File: src/rtl/cart_bus_arbiter.sv
// Arbitrates console cartridge reads against loader writes onto one memory port; optional timeout via CART_ARB_TIMEOUT_EN.
// Latency: console start to mem_req is 2 cycles; mem_ack to rd_valid/ld_ack is 1 cycle.
// Backpressure: mem_req is held until mem_ack; ld_req is held by the loader until ld_ack.
module cart_bus_arbiter #(
    parameter int ADDR_W = 21,
    parameter int DATA_W = 16
) (
    input  logic              MCLK,
    input  logic              SRES,
    input  logic              cs_n,
    input  logic              oe_n,
    input  logic [ADDR_W-1:0] addr,
    output logic [DATA_W-1:0] rd_data,
    output logic              rd_valid,
    input  logic              ld_req,
    input  logic [ADDR_W-1:0] ld_addr,
    input  logic [DATA_W-1:0] ld_data,
    output logic              ld_ack,
    output logic              mem_req,
    output logic              mem_we,
    output logic [ADDR_W-1:0] mem_addr,
    output logic [DATA_W-1:0] mem_wdata,
    input  logic [DATA_W-1:0] mem_rdata,
    input  logic              mem_ack,
    output logic              busy,
    output logic              err,
    input  logic              err_clr
);

    typedef enum logic [1:0] {S_IDLE, S_CART, S_LOAD, S_HOLD} state_t;

    state_t            r_state;
    state_t            w_next;
    logic              r_strobe_q;
    logic              r_cart_pend;
    logic [ADDR_W-1:0] r_cart_addr;
    logic              r_abort;
    logic              w_strobe;
    logic              w_start;
    logic              w_keep;
    logic              w_tmo;

    assign w_strobe = ~(cs_n | oe_n);
    assign w_start  = w_strobe & ~r_strobe_q;
    assign w_keep   = w_strobe & ~r_abort;
    assign busy     = (r_state != S_IDLE);

`ifdef CART_ARB_TIMEOUT_EN
    logic [7:0] r_tmo_cnt;
    logic       r_err;

    // Fires on the edge where the counter would reach 255, so mem_req is high for exactly 255 cycles.
    assign w_tmo = ((r_state == S_CART) || (r_state == S_LOAD)) & mem_req & ~mem_ack
                   & (r_tmo_cnt == 8'd254);
    assign err   = r_err;

    always_ff @(posedge MCLK or negedge SRES) begin
        if (!SRES) begin
            r_tmo_cnt <= 8'd0;
            r_err     <= 1'b0;
        end else begin
            if (r_state == S_IDLE)
                r_tmo_cnt <= 8'd0;
            else if (mem_req && !mem_ack)
                r_tmo_cnt <= r_tmo_cnt + 8'd1;
            if (w_tmo)
                r_err <= 1'b1;
            else if (err_clr)
                r_err <= 1'b0;
        end
    end
`else
    logic w_unused_err_clr;

    assign w_tmo            = 1'b0;
    assign err              = 1'b0;
    assign w_unused_err_clr = err_clr;
`endif

    always_ff @(posedge MCLK or negedge SRES) begin
        if (!SRES)
            r_state <= S_IDLE;
        else
            r_state <= w_next;
    end

    always_comb begin
        w_next = r_state;
        case (r_state)
            // A start seen this cycle is not yet in cart_pend; holding off the loader lets CART win a tie.
            S_IDLE: begin
                if (r_cart_pend)
                    w_next = S_CART;
                else if (ld_req && !w_start)
                    w_next = S_LOAD;
            end
            S_CART: begin
                if (mem_ack)
                    w_next = w_keep ? S_HOLD : S_IDLE;
                else if (w_tmo)
                    w_next = S_HOLD;
            end
            S_LOAD: begin
                if (mem_ack || w_tmo)
                    w_next = S_IDLE;
            end
            S_HOLD: begin
                if (!w_strobe)
                    w_next = S_IDLE;
            end
            default: w_next = S_IDLE;
        endcase
    end

    always_ff @(posedge MCLK or negedge SRES) begin
        if (!SRES) begin
            r_strobe_q  <= 1'b0;
            r_cart_pend <= 1'b0;
            r_cart_addr <= '0;
            r_abort     <= 1'b0;
            mem_req     <= 1'b0;
            mem_we      <= 1'b0;
            mem_addr    <= '0;
            mem_wdata   <= '0;
            rd_data     <= '0;
            rd_valid    <= 1'b0;
            ld_ack      <= 1'b0;
        end else begin
            r_strobe_q <= w_strobe;
            ld_ack     <= 1'b0;

            if (r_state == S_IDLE && r_cart_pend)
                r_cart_pend <= 1'b0;
            if (w_start) begin
                r_cart_addr <= addr;
                r_cart_pend <= 1'b1;
            end

            // Remembers a strobe drop anywhere in CART so a later re-strobe cannot revive stale data.
            if (r_state == S_IDLE)
                r_abort <= 1'b0;
            else if (r_state == S_CART && !w_strobe)
                r_abort <= 1'b1;

            case (r_state)
                S_IDLE: begin
                    if (w_next == S_CART) begin
                        mem_req  <= 1'b1;
                        mem_we   <= 1'b0;
                        mem_addr <= r_cart_addr;
                    end else if (w_next == S_LOAD) begin
                        mem_req   <= 1'b1;
                        mem_we    <= 1'b1;
                        mem_addr  <= ld_addr;
                        mem_wdata <= ld_data;
                    end
                end
                S_CART: begin
                    if (mem_ack) begin
                        mem_req <= 1'b0;
                        if (w_keep) begin
                            rd_data  <= mem_rdata;
                            rd_valid <= 1'b1;
                        end
                    end else if (w_tmo) begin
                        mem_req  <= 1'b0;
                        rd_data  <= '1;
                        rd_valid <= 1'b1;
                    end
                end
                S_LOAD: begin
                    if (mem_ack || w_tmo) begin
                        mem_req <= 1'b0;
                        ld_ack  <= 1'b1;
                    end
                end
                S_HOLD: begin
                    if (!w_strobe)
                        rd_valid <= 1'b0;
                end
                default: ;
            endcase
        end
    end

endmodule

File: config.mk
export PLATFORM = sky130hd
export DESIGN_NAME = cart_bus_arbiter
export DESIGN_NICKNAME = d
export VERILOG_FILES = /design/src/rtl/cart_bus_arbiter.sv
export SDC_FILE = /design/constraint.sdc
export NUM_CORES = 1
export LEC_CHECK = 0
export CAP_MARGIN = 5
export CELL_PAD_IN_SITES_DETAIL_PLACEMENT = 2
export CELL_PAD_IN_SITES_GLOBAL_PLACEMENT = 2
export CORE_MARGIN = 10
export CORE_UTILIZATION = 28
export CTS_BUF_LIST = sky130_fd_sc_hd__clkbuf_8
export CTS_CLUSTER_DIAMETER = 30
export DETAILED_ROUTE_END_ITERATION = 6
export GPL_TIMING_DRIVEN = 0
export HOLD_SLACK_MARGIN = 0.15
export PLACE_DENSITY_LB_ADDON = 0.1
export SYNTH_ARGS = -nofsm -noshare
export SYNTH_HDL_FRONTEND = slang
export SYNTH_SLANG_ARGS = --single-unit
File: constraint.sdc
create_clock -name MCLK -period 3.1 [get_ports MCLK]
set_input_delay 0.62 -clock MCLK [delete_from_list [all_inputs] [get_ports MCLK]]
set_output_delay 0.62 -clock MCLK [all_outputs]
set_load 0.02 [all_outputs]
==> results of run 1 <==
[cells in the final DEF, fill, tap and decap left out]
master and n:
sky130_fd_sc_hd__nand3b_4 1, sky130_fd_sc_hd__and3b_1 1, sky130_fd_sc_hd__nand3_1 1, sky130_fd_sc_hd__buf_6 1
sky130_fd_sc_hd__clkbuf_8 12, sky130_fd_sc_hd__conb_1 1, sky130_fd_sc_hd__nor3b_1 1, sky130_fd_sc_hd__mux2_4 9
sky130_fd_sc_hd__or3_1 1, sky130_fd_sc_hd__ha_1 7, sky130_fd_sc_hd__nand4b_1 1, sky130_fd_sc_hd__clkbuf_4 2
sky130_fd_sc_hd__nor3_4 1, sky130_fd_sc_hd__nand2b_2 1, sky130_fd_sc_hd__nand3b_1 2, sky130_fd_sc_hd__nand2_1 24
sky130_fd_sc_hd__mux2_1 1, sky130_fd_sc_hd__mux2_2 43, sky130_fd_sc_hd__buf_2 8, sky130_fd_sc_hd__buf_16 1
sky130_fd_sc_hd__o211a_1 1, sky130_fd_sc_hd__o31ai_1 2, sky130_fd_sc_hd__bufinv_16 1, sky130_fd_sc_hd__o2bb2ai_1 1
sky130_fd_sc_hd__nor2_4 1, sky130_fd_sc_hd__clkdlybuf4s50_1 136, sky130_fd_sc_hd__o211ai_1 1, sky130_fd_sc_hd__inv_1 9
sky130_fd_sc_hd__buf_4 3, sky130_fd_sc_hd__o21ai_0 23, sky130_fd_sc_hd__a21o_1 1, sky130_fd_sc_hd__a21oi_1 2
sky130_fd_sc_hd__and2_1 1, sky130_fd_sc_hd__nor3_1 4, sky130_fd_sc_hd__a2bb2oi_1 1, sky130_fd_sc_hd__dfrtp_1 83
sky130_fd_sc_hd__nor2_1 3, sky130_fd_sc_hd__mux2i_1 22
[state kept, by name (all words and copies together), names as in the netlist]
register     flops
ld_ack           1
r_cart_addr     21
mem_req          1
r_abort          1
mem_wdata       16
r_state          2
mem_addr        21
rd_valid         1
r_strobe_q       1
mem_we           1
rd_data         16
r_cart_pend      1
[how the worst max path moves through the flow]
stage          slack (ns)  depth (start not counted)                    endpoint  from
2_1_floorplan        0.65                         10    mem_addr[10]$_DFFE_PN0P_  oe_n
3_3_place_gp        -1.93                          1  r_cart_addr[8]$_DFFE_PN0P_  SRES
3_5_place_dp        -0.67                         10    mem_addr[16]$_DFFE_PN0P_  oe_n
4_1_cts              0.04                         11    mem_wdata[0]$_DFFE_PN0P_  oe_n
5_1_grt              0.02                         11     mem_addr[6]$_DFFE_PN0P_  cs_n
6_report             0.23                         10    mem_addr[16]$_DFFE_PN0P_  cs_n
[metrics by stage]
| step | setup WS, ns | TNS (ns) | std cells | hold WS, ns |
|---|---|---|---|---|
| global route | 0.0158 | 0 | 582 | 0.258 |
| CTS | 0.0378 | 0 | 584 | 0.239 |
| finish | 0.230 | 0 | 582 | 0.241 |
| floorplan | 0.647 | 0 | 262 | 0.324 |
| global placement | -1.93 | -172.02 | 567 | 0.462 |
| detailed placement | -0.671 | -14.82 | 568 | 0.473 |
[layer usage]
metal	global-route usage [%]	wire length, um	vias up
li1	-	-	1194
met1	13.8	4350	1286
met2	22.1	5590	88
met3	5.95	873	9
met4	4.03	135	0
met5	0	0	-
[power by group through the flow]
| stage | sequential, W | combinational, W | clock (W) |
|---|---|---|---|
| detailed placement | 0.00180 | 0.00276 | 0 |
| global placement | 0.00176 | 0.00269 | 0 |
| floorplan | 0.00221 | 0.00105 | 0 |
| global route | 0.00183 | 0.00297 | 0.000898 |
| finish | 0.00177 | 0.00270 | 0.000804 |
| CTS | 0.00178 | 0.00279 | 0.000851 |
[worst reg2reg max path, stage by stage, from the launching register on]
cell	delay (ns)
sky130_fd_sc_hd__dfrtp_1	0.43
sky130_fd_sc_hd__inv_1	0.11
sky130_fd_sc_hd__ha_1	0.26
sky130_fd_sc_hd__nand4b_1	0.11
sky130_fd_sc_hd__buf_4	0.20
sky130_fd_sc_hd__nor2_1	0.09
sky130_fd_sc_hd__or3_1	0.42
sky130_fd_sc_hd__ha_1	0.28
sky130_fd_sc_hd__nand2b_2	0.24
sky130_fd_sc_hd__clkbuf_4	0.23
sky130_fd_sc_hd__o21ai_0	0.23
[cell type report]
type | instances | area [um2] | share of cell area, %
flip-flops and latches | 83 | 2080 | 38.8
repair buffers | 138 | 1400 | 26.1
multi-input cells | 158 | 1360 | 25.4
well taps | 168 | 210 | 3.93
clock buffers | 12 | 165 | 3.08
plain buffers | 13 | 81.3 | 1.52
clock inverters | 4 | 41.3 | 0.771
inverters | 6 | 22.5 | 0.421
[logic make-up (layout without fill, tap and decap cells)]
| logic type | after synthesis | in the layout | share of synthesized area (%) |
|---|---|---|---|
| mux | 75 | 75 | 24.1 |
| fa+ha+maj | 7 | 7 | 2.48 |
| flops | 83 | 83 | 58.8 |
| other cells | 1 | 1 | 0.106 |
| simple gates | 43 | 43 | 6.41 |
| buf+inv | 21 | 173 | 2.94 |
| compound gates | 32 | 32 | 5.17 |
[timing repair]
action	4_1_cts	5_1_grt
hold buffers	0	0
setup endpoints to repair	21	32
buffers inserted	0	0
gates resized for setup	5	4
==> run summary, run 1 <==
========================================================================================
Proportion of power drawn by combinational gates ..........................        51.3%
CORE AREA .................................................................   12,200 um2
Pwr dens ..................................................................   985 nW/um2
Area grow syn2layout ......................................................        51.6%
Number of levels in the clock H-tree ......................................            3
Worst Path Buf+Inv ........................................................            3
Synthesized instance count ................................................          262
Sequential cell fraction of total power ...................................        33.5%
GR Overflow Total .........................................................            0
Setup slack of the worst register-to-register path ........................      0.41 ns
Headroom to the max-slew limit ............................................        63.2%
Leading cell type by number of instances after synthesis .................. sky130_fd_sc_hd__dfrtp_1
Largest net degree at the start of global routing .........................           45
Number of primary I/O pins ................................................          140
CP endpoint kind ..........................................................    flip-flop
Number of buffers created by CTS ..........................................            9
Reg2reg path depth ........................................................           10
Final-report hold violation count .........................................            0
Total power after layout ..................................................    0.00527 W
Most numerous cell types in the synthesized netlist ....................... sky130_fd_sc_hd__dfrtp_1 (83), sky130_fd_sc_hd__mux2_2 (43), sky130_fd_sc_hd__nand2_1 (24)
Crit path time final ......................................................      2.87 ns
Share of the synthesized area in the top cell type ........................        58.8%
Die span in y .............................................................       132 um
Post-synthesis sequential area ratio ......................................        58.8%
Switching power total .....................................................    0.00198 W
Final clock period utilization by the worst path ..........................        92.6%
Pins Over Slew Limit ......................................................            0
Final Routed Wirelength ...................................................    10,900 um
Number of search-and-repair iterations in the first detailed-routing pass .            3
CTS tree ..................................................................          yes
Switching power share of the total ........................................        37.5%
Count of flip-flops with a built-in enable after synthesis ................            0
Via count .................................................................        2,577
Count of buffers from port buffering ......................................          137
Number of warnings printed during yosys synthesis .........................            0
Status .................................................................... complete, no violations
Slowest stage cell, crit path ............................................. sky130_fd_sc_hd__clkdlybuf4s50_1
Yosys top cell by area .................................................... sky130_fd_sc_hd__dfrtp_1
Average detailed-routed wire length per instance ..........................      18.8 um
Clock Tree Buf Depth ......................................................            2
Worst skew pair latency ...................................................      0.36 ns
Reg2reg end ............................................................... mem_addr[16]$_DFFE_PN0P_
Global placer's final weighted congestion .................................        0.698
Mean Syn Cell Area ........................................................     13.5 um2
Vias in the first global route ............................................        3,044
Via-per-instance ratio ....................................................         4.43
Reg clk slew, reported paths ..............................................      0.08 ns
Unique cell type count in the Yosys netlist ...............................           34
Primary FF master, synth .................................................. sky130_fd_sc_hd__dfrtp_1
Post-DP HPWL ..............................................................      8590 um
Path type of the worst min-delay path ..................................... input port to asynchronous set/reset pin
Register bit total from synthesis .........................................           83
Fin Clk Skew ..............................................................   0.00426 ns
Number of clock sinks .....................................................           83
Top Family by Delay on Critical Path ...................................... buffers and inverters
FILL cells ................................................................        1,221
Share of cells above drive strength 1 .....................................        20.3%
Number of nets still failing antenna checks after routing .................            0
Root buffer cell .......................................................... sky130_fd_sc_hd__clkbuf_8
Fraction of power consumed by the clock network ...........................        15.2%
Post-route cell area ......................................................     5350 um2
DP Area ...................................................................     5140 um2
Critical-path cell list ................................................... clkdlybuf4s50_1 -> nor2_4 -> nand4b_1 -> buf_4 -> nor2_1 -> or3_1 -> ha_1 -> nand2b_2 -> clkbuf_4 -> o21ai_0
Required time of the critical path ........................................      3.37 ns
Fmax achieved .............................................................      348 MHz
# DRC .....................................................................            0
Data arrival time of the worst path .......................................      3.14 ns
Max-capacitance violation count ...........................................            0
First-pass GRT wire length ................................................    17,600 um
Final Setup Violations ....................................................            0
Critical-path maximum fanout ..............................................           10
All-Layer GR Usage ........................................................        12.9%
Post-layout utilization of the core .......................................        44.0%
Netlist Area Pre-Place ....................................................     3530 um2
Num rows ..................................................................           40
Synthesized Nets ..........................................................          350
Share of flip-flops with an asynchronous set or reset after synthesis .....         100%
Horizontal die dimension ..................................................       132 um
Worst Setup Path Type ..................................................... input port to flip-flop
CP Launch Type ............................................................   input port
Synth top area cells ...................................................... sky130_fd_sc_hd__dfrtp_1 (59%), sky130_fd_sc_hd__mux2_2 (14%), sky130_fd_sc_hd__mux2i_1 (6.2%)
Worst Max-Slew Pin Slew ...................................................     0.552 ns
Overall die area ..........................................................   17,500 um2
Reg-to-Reg Start .......................................................... r_state[1]$_DFF_PN0_
Initial DRC Count .........................................................           46
Internal ..................................................................    0.00329 W
Starting density of the core ..............................................        29.0%
Peak ir drop on the vdd network ...........................................   0.000348 V
Setup repair after global routing missed its margin .......................           no
Number of diodes ..........................................................            0
Antenna violations before repair ..........................................            0
Delay of the slowest cell on the worst path ...............................      0.63 ns
Static leakage ............................................................      2.34 nW
Number of nets in the final layout ........................................          497
========================================================================================
Power figures use the tool's default switching activity.
==> run 2, diff against run 1 <==
--- a/config.mk
+++ b/config.mk
@@ -12,6 +12,7 @@
 export CORE_UTILIZATION = 28
 export CTS_BUF_LIST = sky130_fd_sc_hd__clkbuf_8
 export CTS_CLUSTER_DIAMETER = 30
+export CTS_CLUSTER_SIZE = 14
 export DETAILED_ROUTE_END_ITERATION = 6
 export GPL_TIMING_DRIVEN = 0
 export HOLD_SLACK_MARGIN = 0.15
==> results of run 2 <==
Same layout as run 1: the final DEF is identical, and so are final timing and power.
==> run 3, diff against run 2 <==
==> constraint.sdc (replaced) <==
create_clock -name MCLK -period 3.1 [get_ports MCLK]
set_input_delay 0.62 -clock MCLK [delete_from_list [all_inputs] [get_ports MCLK]]
set_output_delay 0.62 -clock MCLK [all_outputs]
set_load 0.005 [all_outputs]
==> results of run 3 <==
Same layout as run 1 (identical final DEF). Status: complete, no violations.
Among the figures that moved: total power 0.00527 W -> 0.00484 W; worst IR drop on VDD 0.000348 V -> 0.000324 V
